==> config.mk <==
export PLATFORM = sky130hd
export DESIGN_NAME = aquecimento_termostato
export DESIGN_NICKNAME = d
export VERILOG_FILES = /design/src/rtl/aquecimento_termostato.sv
export SDC_FILE = /design/constraint.sdc
export NUM_CORES = 1
export LEC_CHECK = 0
export ABC_CLOCK_PERIOD_IN_PS = 3450
export BUFFER_PORTS_ARGS = -buffer_cell sky130_fd_sc_hd__buf_2
export CAP_MARGIN = 40
export CORE_ASPECT_RATIO = 1.25
export CORE_MARGIN = 5
export CORE_UTILIZATION = 58
export DETAILED_ROUTE_END_ITERATION = 16
export GPL_TIMING_DRIVEN = 0
export PLACE_DENSITY = 0.87
export SYNTH_ARGS = -nofsm -noshare
export SYNTH_HDL_FRONTEND = slang
export SYNTH_SLANG_ARGS = --single-unit
==> constraint.sdc <==
create_clock -name clock -period 3.45 [get_ports clock]
set_input_delay 1.035 -clock clock [delete_from_list [all_inputs] [get_ports clock]]
set_output_delay 1.035 -clock clock [all_outputs]
set_load 0.05 [all_outputs]
==> src/rtl/aquecimento_termostato.sv <==
// Closed-loop wash heater: heat to target, hold with hysteresis for a set time,
// and flag a fault if the target is not reached within TEMPO_MAX_AQUEC cycles.
module aquecimento_termostato #(
  parameter int LARGURA_TEMP    = 8,
  parameter int LARGURA_TEMPO   = 8,
  parameter int HISTERESE       = 2,
  parameter int TEMPO_MAX_AQUEC = 200
) (
  input  logic                     clock,
  input  logic                     reset_n,
  input  logic                     start,
  input  logic [LARGURA_TEMP-1:0]  temp_alvo,
  input  logic [LARGURA_TEMPO-1:0] tempo_manter,
  input  logic [LARGURA_TEMP-1:0]  temp_atual,
  output logic                     aquecimento,
  output logic                     pronto,
  output logic                     concluido,
  output logic                     erro,
  output logic [2:0]               estado
);

  localparam int LARG_CONT = (TEMPO_MAX_AQUEC > 1) ? $clog2(TEMPO_MAX_AQUEC) : 1;
  localparam logic [LARG_CONT-1:0] CONT_FIM = LARG_CONT'(TEMPO_MAX_AQUEC - 1);
  localparam logic [LARG_CONT-1:0] CONT_UM  = LARG_CONT'(1);
  localparam logic [LARGURA_TEMPO:0] MANTER_UM = (LARGURA_TEMPO + 1)'(1);

  typedef enum logic [2:0] {
    OCIOSO    = 3'd0,
    AQUECENDO = 3'd1,
    MANTENDO  = 3'd2,
    CONCLUIDO = 3'd3,
    ERRO      = 3'd4
  } estado_t;

  estado_t                  r_estado;
  logic                     r_aquec;
  logic                     r_pronto;
  logic                     r_concl;
  logic                     r_erro;
  logic [LARGURA_TEMP-1:0]  r_alvo;
  logic [LARGURA_TEMPO-1:0] r_manter;
  logic [LARG_CONT-1:0]     r_cont_aquec;
  logic [LARGURA_TEMPO-1:0] r_cont_manter;

  logic [LARGURA_TEMP-1:0]  w_limiar;
  logic [LARGURA_TEMPO:0]   w_cont_manter_mais1;
  logic                     w_fim_manter;

  // Lower thermostat threshold, saturating at zero for very low targets.
  always_comb begin
    w_limiar = '0;
    if (int'(r_alvo) > HISTERESE)
      w_limiar = r_alvo - LARGURA_TEMP'(HISTERESE);
  end

  assign w_cont_manter_mais1 = {1'b0, r_cont_manter} + MANTER_UM;
  assign w_fim_manter = (r_manter == '0) || (w_cont_manter_mais1 >= {1'b0, r_manter});

  // start is a level: high runs the cycle, low at any edge outside OCIOSO
  // aborts to OCIOSO. A new cycle needs start low for at least one edge.
  always_ff @(posedge clock or negedge reset_n) begin
    if (!reset_n) begin
      r_estado      <= OCIOSO;
      r_aquec       <= 1'b0;
      r_pronto      <= 1'b0;
      r_concl       <= 1'b0;
      r_erro        <= 1'b0;
      r_alvo        <= '0;
      r_manter      <= '0;
      r_cont_aquec  <= '0;
      r_cont_manter <= '0;
    end else if (r_estado != OCIOSO && !start) begin
      r_estado      <= OCIOSO;
      r_aquec       <= 1'b0;
      r_pronto      <= 1'b0;
      r_concl       <= 1'b0;
      r_erro        <= 1'b0;
      r_cont_aquec  <= '0;
      r_cont_manter <= '0;
    end else begin
      case (r_estado)
        OCIOSO: begin
          if (start) begin
            r_alvo       <= temp_alvo;
            r_manter     <= tempo_manter;
            r_cont_aquec <= '0;
            r_estado     <= AQUECENDO;
            r_aquec      <= 1'b1;
          end
        end
        AQUECENDO: begin
          if (temp_atual >= r_alvo) begin
            r_estado      <= MANTENDO;
            r_cont_manter <= '0;
            r_aquec       <= 1'b0;
            r_pronto      <= 1'b1;
          end else if (r_cont_aquec == CONT_FIM) begin
            r_estado <= ERRO;
            r_aquec  <= 1'b0;
            r_erro   <= 1'b1;
          end else begin
            r_cont_aquec <= r_cont_aquec + CONT_UM;
          end
        end
        MANTENDO: begin
          if (w_fim_manter) begin
            r_estado <= CONCLUIDO;
            r_aquec  <= 1'b0;
            r_concl  <= 1'b1;
          end else begin
            r_cont_manter <= w_cont_manter_mais1[LARGURA_TEMPO-1:0];
            // Hysteresis band: inside it the heater keeps its last value.
            if (temp_atual < w_limiar)
              r_aquec <= 1'b1;
            else if (temp_atual >= r_alvo)
              r_aquec <= 1'b0;
          end
        end
        CONCLUIDO, ERRO: begin
          r_aquec <= 1'b0;
        end
        default: begin
          r_estado <= OCIOSO;
          r_aquec  <= 1'b0;
          r_pronto <= 1'b0;
          r_concl  <= 1'b0;
          r_erro   <= 1'b0;
        end
      endcase
    end
  end

  assign aquecimento = r_aquec;
  assign pronto      = r_pronto;
  assign concluido   = r_concl;
  assign erro        = r_erro;
  assign estado      = r_estado;

endmodule

* Word level (Yosys, flattened, before mapping) *
Index checks and enable logic that the tools add are counted.

word-level totals
  register bits = 39
  logic and storage cells = 87
  bits of input ports = 27

cells by class
  bitwise logic cells = 1
  multiplexer cells = 34
  reduce and logical (&&, ||, !) cells = 19
  magnitude comparators = 4
  add/sub/neg operators = 3
  equality and inequality tests = 17

operators with widths
  operator                                                               count
  8-bit 2-to-1 mux                                                       8
  8-bit case mux with 2 select lines                                     2
  3-bit != test (second input constant)                                  7
  3-bit 2-to-1 mux                                                       5
  1-bit 2-to-1 mux                                                       14
  3-bit case mux with 4 select lines                                     1
  3-bit AND reduction                                                    4
  8-bit by 1-bit adder with 9-bit output (second input constant)         1
  9-bit by 8-bit >= comparator with 1-bit output                         1
  3-bit nonzero test                                                     3
  8-bit by 1-bit adder with 8-bit output (second input constant)         1
  8-bit == test (second input constant)                                  1
  8-bit >= comparator                                                    1
  8-bit by 2-bit > comparator with 1-bit output (second input constant)  1
  8-bit zero test                                                        1
  8-bit < comparator                                                     1
  4-bit AND reduction                                                    2
  4-bit OR reduction                                                     2
  8-bit by 2-bit subtractor with 8-bit output (second input constant)    1
  3-bit by 2-bit == test with 1-bit output (second input constant)       2
  1-bit case mux with 2 select lines                                     3
  5-bit != test (second input constant)                                  1
  2-bit by 1-bit != test with 1-bit output (second input constant)       2
  4-bit != test (second input constant)                                  1
  11 further kinds                                                       12

* Longest topological paths before layout *
Gate-level depths: netlist of the first run.

  depth in word-level cells = 7
  depth in mapped cells = 12
  depth with buffers taken out = 12

* Worst setup path after synthesis of the first run *
Ideal clock, no wire load.

  path kind = input port to flip-flop
  start point = in temp_atual[7]
  end point = reg r_aquec, in the netlist aquecimento
  stages on the path = 9
  path slack = 682 ps
  required time = 3,322 ps
  path buffers = 1
  data arrival time = 2,640 ps
  setup time = 128 ps
  path through = ha_1 a211oi_1 o21ai_1 a41o_1 and2_1 buf_4 a21oi_1 a221oi_2 mux2_1

on the way
  longest elaborated chain between the ends = 5

RTL lines
  item                                RTL line  RTL
  from (decl)                         14        input logic [LARGURA_TEMP-1:0] temp_atual,
  8-bit < comparator                  113       if (temp_atual < w_limiar)
  1-bit 2-to-1 mux                    113
  1-bit 2-to-1 mux                    106       if (w_fim_manter) begin
  1-bit case mux with 3 select lines  81        case (r_estado)
  1-bit 2-to-1 mux                    72        end else if (r_estado != OCIOSO && !start) begin
  to (signal assigned)                74        r_aquec <= 1'b0;
  to (signal assigned)                108       r_aquec <= 1'b0;
  to (signal assigned)                114       r_aquec <= 1'b1;
  to (decl)                           36        logic r_aquec;

Parallel ways exist; a longest one is shown, timed or not.
A chain may end at the register's enable or synchronous reset.

* Worst setup path after layout of the first run *
  start point = reg r_alvo[3]
  end point = reg r_aquec, in the netlist aquecimento

on the way
  longest elaborated chain between the ends = 7

RTL lines
  item                                                                                                                 RTL line  RTL
  from (decl)                                                                                                          40        logic [LARGURA_TEMP-1:0] r_alvo;
  from (signal assigned)                                                                                               84        r_alvo <= temp_alvo;
  8-bit by 2-bit subtractor with 8-bit output / 8-bit by 2-bit > comparator with 1-bit output (equally long branches)  53, 52
  8-bit 2-to-1 mux                                                                                                     52        if (int'(r_alvo) > HISTERESE)
  8-bit < comparator                                                                                                   113
  1-bit 2-to-1 mux                                                                                                     113
  1-bit 2-to-1 mux                                                                                                     106
  1-bit case mux with 3 select lines                                                                                   81
  1-bit 2-to-1 mux                                                                                                     72

Parallel ways exist; a longest one is shown, timed or not.

==> out/qor.txt, run 1 <==
status -> completed
P&R area growth vs syn -> 14.3%
area of the multi-input gates -> 1500 sq um
WL/cell -> 15.5 microns
Post-Synth XOR/XNOR Area -> 5.01%
Initial Util -> 59.6%
CORE AREA -> 4360 sq um
slowest stage delay, CP -> 540 ps
num ports -> 34
post-route ant nets -> 0
# hold bufs at CTS -> 0
Max clock buf depth -> 2
Num CTS Buffers -> 5
top cells by area, synth -> dfrtp_1 (38%), ha_1 (13%), o21ai_0 (4.6%)
GPL Wtd Cong -> 0.838
TritonCTS clock tree -> done
GR Util met1 -> 22.9%
Syn. warnings -> 0
Clk Latency, worst-skew pair -> 300 ps
FMAX -> 0.325 GHz
Fin Setup TNS -> 0 ps
1st-iter DRT viols -> 106
post-route minimum period -> 3080 ps
CTS resizes -> 0
main combinational cell family by area after synthesis -> compound AO/OA/AOI/OAI gates
mean post-synth cell area -> 9.31 sq um
drc violations -> 0
global route hottest layer -> met2
final period utilization -> 89.2%
crit-path most repeated cell -> a21oi_1
crit-path leading delay family -> compound AO/OA/AOI/OAI gates
synthesized flop and latch total -> 39
Post-Syn Instances -> 279
die height -> 84.8 microns
Reg area -> 976 sq um
Sink Count -> 39
Yosys top cell by area -> dfrtp_1
commonest non-fill, non-tap cells in the layout -> dfrtp_1 (39), buf_2 (32), nand2_1 (31)
Crit-path slowest cell -> nor4_1
initial antenna violation count -> 0
Final Hold Fails -> 0
setup violators final -> 0
Worst Path Max Fanout -> 4
Crit Path Class -> reg2reg
largest net degree at the start of global routing -> 39
vias in the first global route -> 2277
worst setup margin -> 373 ps
leak pwr -> 1.39 nW
Synth cell types -> 51
via count -> 2226
first-pass GRT wire length -> 10100 microns
CP startpoint kind -> flip-flop
Critical Path RT -> 3630 ps
crit end category -> flip-flop
Worst-Margin Slew -> 545 ps
VDD IR max -> 0.423 mV
met3 track demand over resource -> 4.79%
Total Routed Length -> 5880 microns
RSZ-0062 raised after global routing -> no
share of the synthesized area in the top cell type -> 37.6%
postcts setup bufs -> 0
placed cell areas -> 2850 sq um
1st-pass router iterations -> 4
Worst path depth -> 9
GR Overflow Total -> 0
cell row count -> 27
root buffer cell -> clkbuf_8
dpl ws -> 310 ps
met2 usage -> 38.2%
post-route cell area -> 2970 sq um
layout cells sized above 1 -> 19.7%
Post-Synth Simple-Gate Area -> 18.8%
worst path cell trace -> nor4_1 -> a21oi_1 -> a31oi_1 -> ha_1 -> and4_1 -> a221oi_1 -> a21oi_1 -> a221oi_2 -> mux2_1
die area -> 5920 sq um
Synth Area in Compound Gates -> 19.5%
hpwl dp -> 4450 microns
I/O Buffers -> 32
vias per cell -> 5.89
worst hold path depth -> 1
Total GRT Usage -> 20.9%
fin util -> 68.1%
Post-Synth Adder-Cell Area -> 12.5%
final net count -> 372
worst path bufs/invs -> 0
Slew Limit Fails -> 0
maxcap violations -> 0
fill cell count -> 354
slew margin rel. -> 63.4%
post-synthesis sequential area ratio -> 37.6%
Mapped Nets -> 332
antenna fix cells -> 0
CTS clk-pin slew, worst paths -> 80 ps
Mapped Area -> 2600 sq um
R2R depth -> 9
commonest non-fill, non-tap cell in the layout -> dfrtp_1
post-synthesis mux area share -> 1.73%
clock skew -> 9.30 ps
Data arrival, critical path -> 3260 ps
Die W -> 69.8 microns
worst hold-check path type -> reg2reg
Power Density -> 860 nW/um^2
H-tree depth -> 2
## per-layer routing
| layer | vias to the layer above | share of wire, % | wire length [microns] |
|---|---|---|---|
| met1 | 1075 | 41 | 2420 |
| met4 | 0 | 2.5 | 144 |
| met3 | 14 | 3.9 | 228 |
| met2 | 50 | 52 | 3080 |
| met5 | - | 0 | 0 |
| li1 | 1087 | - | - |
## stage by stage
step / total power, mW / cells / hold WS, ps
2_1_floorplan: 1.79 / 279 / 473
4_1_cts: 2.56 / 378 / 517
6_report: 2.55 / 378 / 512
5_1_grt: 2.76 / 378 / 516
3_5_place_dp: 2.14 / 370 / 503
3_3_place_gp: 2.06 / 369 / 487
## sequential cells by signal, indices dropped and copies added, names as in the netlist, 3 cells and up
register / count
r_alvo: 8
r_cont_manter: 8
estado: 3
r_manter: 8
r_cont_aquec: 8
## final cells by class
class | instances | area share, %
Sequential cell | 39 | 32.9
Clock inverter | 2 | 1.18
Clock buffer | 6 | 2.78
Buffer | 8 | 1.52
Tap cell | 58 | 2.45
Timing Repair Buffer | 33 | 6.07
Multi-Input combinational cell | 211 | 50.4
Inverter | 21 | 2.66
## synth_stat cells (all sizes together)
cell / count
a22o: 5
o32a: 1
o2bb2ai: 1
xor2: 6
and2: 1
and4: 2
nor4: 5
clkbuf: 5
dfrtp: 39
buf: 3
or3: 2
inv: 21
a31oi: 6
nor2b: 2
a41o: 1
nand4bb: 1
o21ai: 27
mux2: 4
ha: 26
xnor2: 8
nor3: 9
o41ai: 1
o211ai: 1
nor2: 21
a21oi: 13
o2bb2a: 1
a31o: 1
o22ai: 3
nand4: 3
nand2: 31
o21ba: 1
a221oi: 2
nand2b: 5
nor3b: 1
a211oi: 3
o31ai: 4
o22a: 4
nand3: 9
## worst paths after layout
check	from	end	slack, ps
setup / recovery	r_alvo[3]$_DFFE_PN0P_	aquecimento$_DFFE_PN0P_	370
hold / removal	concluido$_DFFE_PN0P_	concluido$_DFFE_PN0P_	510
setup reg to reg	r_alvo[3]$_DFFE_PN0P_	aquecimento$_DFFE_PN0P_	370
hold reg to reg	concluido$_DFFE_PN0P_	concluido$_DFFE_PN0P_	510
max in group asynchronous	reset_n	r_cont_manter[5]$_DFFE_PN0P_	2540
min in group asynchronous	reset_n	r_alvo[6]$_DFFE_PN0P_	520
## report_power, final
group          switching [mW]  internal [mW]  total [mW]
clock                   0.165          0.234       0.399
combinational           0.881          0.540        1.42
sequential              0.129          0.601       0.731
total                    1.18           1.38        2.55
## worst reg2reg max path: cells and delay by family, from the launching register on
family | cells | cell delay [ps]
mux | 1 | 330
flops | 1 | 430
simple gates | 2 | 760
compound gates | 5 | 1180
fa+ha+maj | 1 | 280
## cell families after synthesis
logic type | after synthesis
muxes | 4
adders and majority gates | 26
DFF | 39
xor gates and xnor gates | 14
buffers and inverters | 29
and+or+nand+nor | 92
AOI/OAI and AO/OA | 75
(Power assumes the default switching activity.)
==> inputs of run 2 (changes only) <==
--- a/config.mk
+++ b/config.mk
@@ -5,15 +5,16 @@
 export SDC_FILE = /design/constraint.sdc
 export NUM_CORES = 1
 export LEC_CHECK = 0
+export ABC_AREA = 1
 export ABC_CLOCK_PERIOD_IN_PS = 3450
 export BUFFER_PORTS_ARGS = -buffer_cell sky130_fd_sc_hd__buf_2
 export CAP_MARGIN = 40
 export CORE_ASPECT_RATIO = 1.25
 export CORE_MARGIN = 5
-export CORE_UTILIZATION = 58
+export CORE_UTILIZATION = 46
 export DETAILED_ROUTE_END_ITERATION = 16
 export GPL_TIMING_DRIVEN = 0
-export PLACE_DENSITY = 0.87
+export PLACE_DENSITY = 0.73
 export SYNTH_ARGS = -nofsm -noshare
 export SYNTH_HDL_FRONTEND = slang
 export SYNTH_SLANG_ARGS = --single-unit
==> run 2 against run 1 <==
Wire length is 3.7% lower. Synthesized cell count rose by 21%. First-iteration DRC count is 2.8% higher. Sequential cell count is the same. Highest routed layer unchanged. Largest power group unchanged.
==> out/qor.txt, run 2 <==
status -> completed
H-tree depth -> 2
Power Density -> 723 nW/um^2
post-synthesis mux area share -> 0.865%
commonest non-fill, non-tap cell in the layout -> nand2_1
mean post-synth cell area -> 7.70 sq um
Max clock buf depth -> 2
Mapped Nets -> 391
initial antenna violation count -> 0
Total Routed Length -> 5660 microns
final period utilization -> 79.5%
post-placement cell count -> 436
Post-Syn Instances -> 338
1st-pass router iterations -> 4
setup violators final -> 0
FMAX -> 0.365 GHz
1st-iter DRT viols -> 109
largest net degree at the start of global routing -> 30
crit-path most repeated cell -> nand2_1
R2R depth -> 16
Synth Area in Compound Gates -> 11.7%
worst hold slack -> 489 ps
leak pwr -> 1.64 nW
worst hold-check path type -> reg2reg
WL met1 -> 2340 microns
main combinational cell family by area after synthesis -> simple AND/OR/NAND/NOR gates
Worst Path Max Fanout -> 9
metal2 WL -> 2910 microns
Post-synth EDFFs -> 0
Yosys top cell by area -> dfrtp_1
die area -> 7270 sq um
Die W -> 77.3 microns
CTS resizes -> 0
top cells by count, synth -> nand2_1 (68), inv_1 (49), nor2_1 (45), dfrtp_1 (39), a21oi_1 (27)
Mapped Area -> 2600 sq um
Post-Synth XOR/XNOR Area -> 4.37%
Max Used Layer -> met4
slowest stage delay, CP -> 430 ps
asr flop ratio synth -> 100%
VDD IR max -> 0.216 mV
num ports -> 34
final net count -> 432
I/O Buffers -> 33
post-route ant nets -> 0
share of the synthesized area in the top cell type -> 37.5%
RSZ-0062 raised after global routing -> no
fill cell count -> 525
Num CTS Buffers -> 5
Critical Path Start -> r_cont_manter[0]$_DFFE_PN0P_
hpwl dp -> 4460 microns
WL/cell -> 12.8 microns
top_reg_cell synth -> dfrtp_1
r2r endpoint -> r_cont_manter[0]$_DFFE_PN0P_
cell row count -> 30
CORE AREA -> 5480 sq um
crit-path leading delay family -> simple AND/OR/NAND/NOR gates
top cells by area, synth -> dfrtp_1 (37%), ha_1 (12%), nand2_1 (9.8%)
Fin Setup TNS -> 0 ps
antenna fix cells -> 0
Sink Count -> 39
Worst path depth -> 16
die height -> 94.1 microns
CP startpoint kind -> flip-flop
postcts setup bufs -> 0
Slew Limit Fails -> 0
via count -> 2330
worst path cell trace -> ha_1 -> nand3_1 -> nor3b_1 -> xor2_1 -> inv_1 -> ha_1 -> nand2_1 -> inv_1 -> nand2_1 -> nand2_1 -> nand2_1 -> nand2_1 -> nand2_1 -> nand3_1 -> a21oi_1 -> a21oi_1
maxcap violations -> 0
post-synthesis sequential area ratio -> 37.5%
top-count cell post-synth -> nand2_1
Worst-Margin Slew -> 487 ps
synthesized flop and latch total -> 39
slew margin rel. -> 67.5%
Syn. warnings -> 0
worst r2r src -> r_cont_manter[0]$_DFFE_PN0P_
layout cells sized above 1 -> 16.1%
Synth cell types -> 30
crit end category -> flip-flop
GPL Wtd Cong -> 0.916
root buffer cell -> clkbuf_8
Initial Util -> 47.5%
vias in the first global route -> 2317
non-filler cells, final -> 444
Critical Path RT -> 3620 ps
Reg area -> 976 sq um
Crit Path Class -> reg2reg
vias per cell -> 5.25
Final Hold Fails -> 0
Total GRT Usage -> 16.5%
Post-Synth Adder-Cell Area -> 12.5%
worst path bufs/invs -> 2
first-pass GRT wire length -> 9780 microns
Clk Latency, worst-skew pair -> 290 ps
Setup crit end -> r_cont_manter[0]$_DFFE_PN0P_
Post-Synth Simple-Gate Area -> 24.9%
TritonCTS clock tree -> done
Crit-path slowest cell -> dfrtp_1
drc violations -> 0
met3 wire length -> 222 microns
Data arrival, critical path -> 2910 ps
P&R area growth vs syn -> 14.7%
FF-to-FF setup slack -> 710 ps
# hold bufs at CTS -> 0
commonest non-fill, non-tap cells in the layout -> nand2_1 (68), inv_1 (49), nor2_1 (45)
area of the multi-input gates -> 1420 sq um
GR Overflow Total -> 0
post-route minimum period -> 2740 ps
CTS clk-pin slew, worst paths -> 80 ps
clock skew -> 8.01 ps
run 2: cell type report:
type                            count  area share, %
Multi-Input combinational cell    243           47.4
Sequential cell                    39           32.7
Inverter                           53           6.66
Timing Repair Buffer               34           6.20
Clock buffer                        6           2.76
Tap cell                           64           2.68
Clock inverter                      2           1.17
Buffer                              3          0.461
run 2: cells by family after synthesis:
kind of cell,after synthesis
buf+inv,56
simple gates,150
fa+ha+maj,26
xor+xnor,13
compound gates,52
flops,39
mux,2
run 2: worst min-delay path: stages (launching register included):
cell and delay, ps:
dfrtp_1 350, nand2_1 60, nand2_1 50
run 2: worst min-delay path by stage:
stage	from	cells past startpoint	to	slack, ps
after floorplan	r_cont_manter[6]$_DFFE_PN0P_	2	r_cont_manter[6]$_DFFE_PN0P_	470
after detailed placement	aquecimento$_DFFE_PN0P_	2	aquecimento$_DFFE_PN0P_	470
after global placement	aquecimento$_DFFE_PN0P_	2	aquecimento$_DFFE_PN0P_	470
final	aquecimento$_DFFE_PN0P_	2	aquecimento$_DFFE_PN0P_	490
after CTS	aquecimento$_DFFE_PN0P_	2	aquecimento$_DFFE_PN0P_	490
after global routing	aquecimento$_DFFE_PN0P_	2	aquecimento$_DFFE_PN0P_	530
run 2: through the flow:
stage	instance area, sq um	worst slack [ps]	power [mW]	util, %
6_report	2990	707	2.16	54.5
5_1_grt	2990	508	2.34	54.5
4_1_cts	2990	704	2.18	54.5
3_5_place_dp	2870	495	1.77	52.4
3_3_place_gp	2850	567	1.72	52.0
2_1_floorplan	2600	1080	1.49	-
run 2: per-layer routing:
| layer | up-vias | GRT usage [%] |
|---|---|---|
| li1 | 1174 | - |
| met1 | 1094 | 17.8 |
| met2 | 46 | 30.3 |
| met3 | 16 | 3.65 |
| met4 | 0 | 7.31 |
| met5 | - | 0 |
run 2: where the power goes:
| group | internal (mW) | total [mW] | switching, mW |
|---|---|---|---|
| sequential | 0.590 | 0.703 | 0.113 |
| clock | 0.234 | 0.400 | 0.166 |
| combinational | 0.363 | 1.05 | 0.692 |
==> inputs of run 3 (changes only) <==
--- a/config.mk
+++ b/config.mk
@@ -6,7 +6,7 @@
 export NUM_CORES = 1
 export LEC_CHECK = 0
 export ABC_AREA = 1
-export ABC_CLOCK_PERIOD_IN_PS = 3450
+export ABC_CLOCK_PERIOD_IN_PS = 2200
 export BUFFER_PORTS_ARGS = -buffer_cell sky130_fd_sc_hd__buf_2
 export CAP_MARGIN = 40
 export CORE_ASPECT_RATIO = 1.25
@@ -14,7 +14,7 @@
 export CORE_UTILIZATION = 46
 export DETAILED_ROUTE_END_ITERATION = 16
 export GPL_TIMING_DRIVEN = 0
-export PLACE_DENSITY = 0.73
+export PLACE_DENSITY = 0.75
 export SYNTH_ARGS = -nofsm -noshare
 export SYNTH_HDL_FRONTEND = slang
 export SYNTH_SLANG_ARGS = --single-unit
==> constraint.sdc (replaced) <==
create_clock -name clock -period 2.2 [get_ports clock]
set_input_delay 0.66 -clock clock [delete_from_list [all_inputs] [get_ports clock]]
set_output_delay 0.66 -clock clock [all_outputs]
set_load 0.05 [all_outputs]
==> run 3 against run 2 <==
Global-route usage is 1.2 points higher. The run now ends with setup timing left. Sequential cell count stayed put. Wire length is 6.6% higher. First-iteration DRC count is 18% lower. Critical path type unchanged. Hold slack worse by 190 ps. Largest cell class unchanged. Die area stayed put. Largest power group unchanged. Sequential power is 58% higher.
==> out/qor.txt, run 3 (same netlist as run 2, synthesis figures left out) <==
status -> complete, but fails checks
failing checks -> setup timing
P&R area growth vs syn -> 27.9%
CTS clk-pin slew, worst paths -> 80 ps
crit end category -> flip-flop
vias in the first global route -> 2517
post-route cell area -> 3330 sq um
Initial Util -> 47.5%
FF-to-FF setup slack -> -140 ps
setup violators final -> 13
clock skew -> 6.49 ps
root buffer cell -> clkbuf_8
Final Hold Fails -> 0
TritonCTS clock tree -> done
Tot Pwr -> 3.57 mW
layout cells sized above 1 -> 27.8%
Total Routed Length -> 6030 microns
vias per cell -> 5.18
Clk Latency, worst-skew pair -> 300 ps
first-pass GRT wire length -> 10600 microns
worst hold-check path type -> in2async
Worst-Margin Slew -> 471 ps
Slew Limit Fails -> 0
CP startpoint kind -> flip-flop
CORE AREA -> 5480 sq um
Crit-path slowest cell -> dfrtp_1
initial antenna violation count -> 0
worst hold slack -> 297 ps
drc violations -> 0
Num CTS Buffers -> 5
I/O Buffers -> 33
post-placement cell count -> 436
final period utilization -> 106%
slowest stage delay, CP -> 430 ps
post-route ant nets -> 0
H-tree depth -> 2
Critical Path RT -> 2390 ps
FMAX -> 0.428 GHz
maxcap violations -> 0
commonest non-fill, non-tap cell in the layout -> nand2_1
via count -> 2405
VDD IR max -> 0.371 mV
slew margin rel. -> 68.5%
commonest non-fill, non-tap cells in the layout -> nand2_1 (61), inv_1 (45), nor2_1 (43)
final net count -> 452
Max clock buf depth -> 2
non-filler cells, final -> 464
R2R depth -> 13
worst path cell trace -> ha_4 -> nand3_4 -> nor3b_2 -> xor2_1 -> inv_1 -> ha_4 -> a21oi_1 -> nand2_1 -> nand2_2 -> nand2_4 -> nand2_4 -> nand3_4 -> a22o_1
dpl ws -> -398 ps
GPL Wtd Cong -> 0.924
placed cell areas -> 2890 sq um
num ports -> 34
die height -> 94.1 microns
Power Density -> 1070 nW/um^2
post-route minimum period -> 2340 ps
worst setup margin -> -139 ps
Crit Path Class -> reg2reg
Data arrival, critical path -> 2530 ps
cell row count -> 30
1st-pass router iterations -> 4
leak pwr -> 1.75 nW
die area -> 7270 sq um
WL/cell -> 13.0 microns
Sink Count -> 39
Total GRT Usage -> 17.6%
1st-iter DRT viols -> 89
antenna fix cells -> 0
Die W -> 77.3 microns
largest net degree at the start of global routing -> 23
Worst Path Max Fanout -> 5
GR Overflow Total -> 0
hpwl dp -> 4390 microns
RSZ-0062 raised after global routing -> yes
run 3: critical path, delay by kind of cell, from the launching register on:
kind / cells / cell delay [ps]
DFF: 1 / 430
adders and majority gates: 2 / 410
and+or+nand+nor: 7 / 740
buffers and inverters: 1 / 110
AOI/OAI and AO/OA: 2 / 330
xor gates and xnor gates: 1 / 220
run 3: final timing paths:
path | start | endpoint
max | r_cont_manter[1]$_DFFE_PN0P_ | r_cont_manter[1]$_DFFE_PN0P_
min | reset_n | pronto$_DFFE_PN0P_
max reg2reg | r_cont_manter[1]$_DFFE_PN0P_ | r_cont_manter[1]$_DFFE_PN0P_
min reg2reg | concluido$_DFFE_PN0P_ | concluido$_DFFE_PN0P_
max in group asynchronous | reset_n | r_alvo[5]$_DFFE_PN0P_
min in group clock | concluido$_DFFE_PN0P_ | concluido$_DFFE_PN0P_
run 3: cell type report:
type	count	area, sq um
fill	484	2150
multi-input combinational	245	1610
sequential	39	978
timing repair buffer	52	343
inverter	53	201
clock buffer	7	96.3
tap	64	80.1
buffer	3	13.8
clock inverter	1	7.51
run 3: where the power goes:
part	internal (mW)	switching (mW)
logic	0.709	1.20
registers	0.926	0.179
clock network	0.285	0.268
run 3: layer usage:
| layer | track usage, % | vias to the layer above | part of all wire (%) |
|---|---|---|---|
| li1 | - | 1225 | - |
| met1 | 18.0 | 1117 | 40 |
| met2 | 33.3 | 46 | 54 |
| met3 | 3.26 | 17 | 3.3 |
| met4 | 9.60 | 0 | 3.2 |
| met5 | 0 | - | 0 |
run 3: per-stage QoR:
stage | TNS [ps] | util (%)
after floorplan | 0 | -
after global placement | -4380 | 52.2
after detailed placement | -5720 | 52.7
after CTS | -610 | 57.6
after global routing | -3150 | 60.8
final | -1130 | 60.8
run 3: what timing repair did:
item,CTS,global route
gates resized for setup,19,30
pin swaps,11,11
setup endpoints to repair,13,19
hold buffers,0,0
hold endpoints to repair,0,0
gates cloned,1,1
buffers inserted,9,9
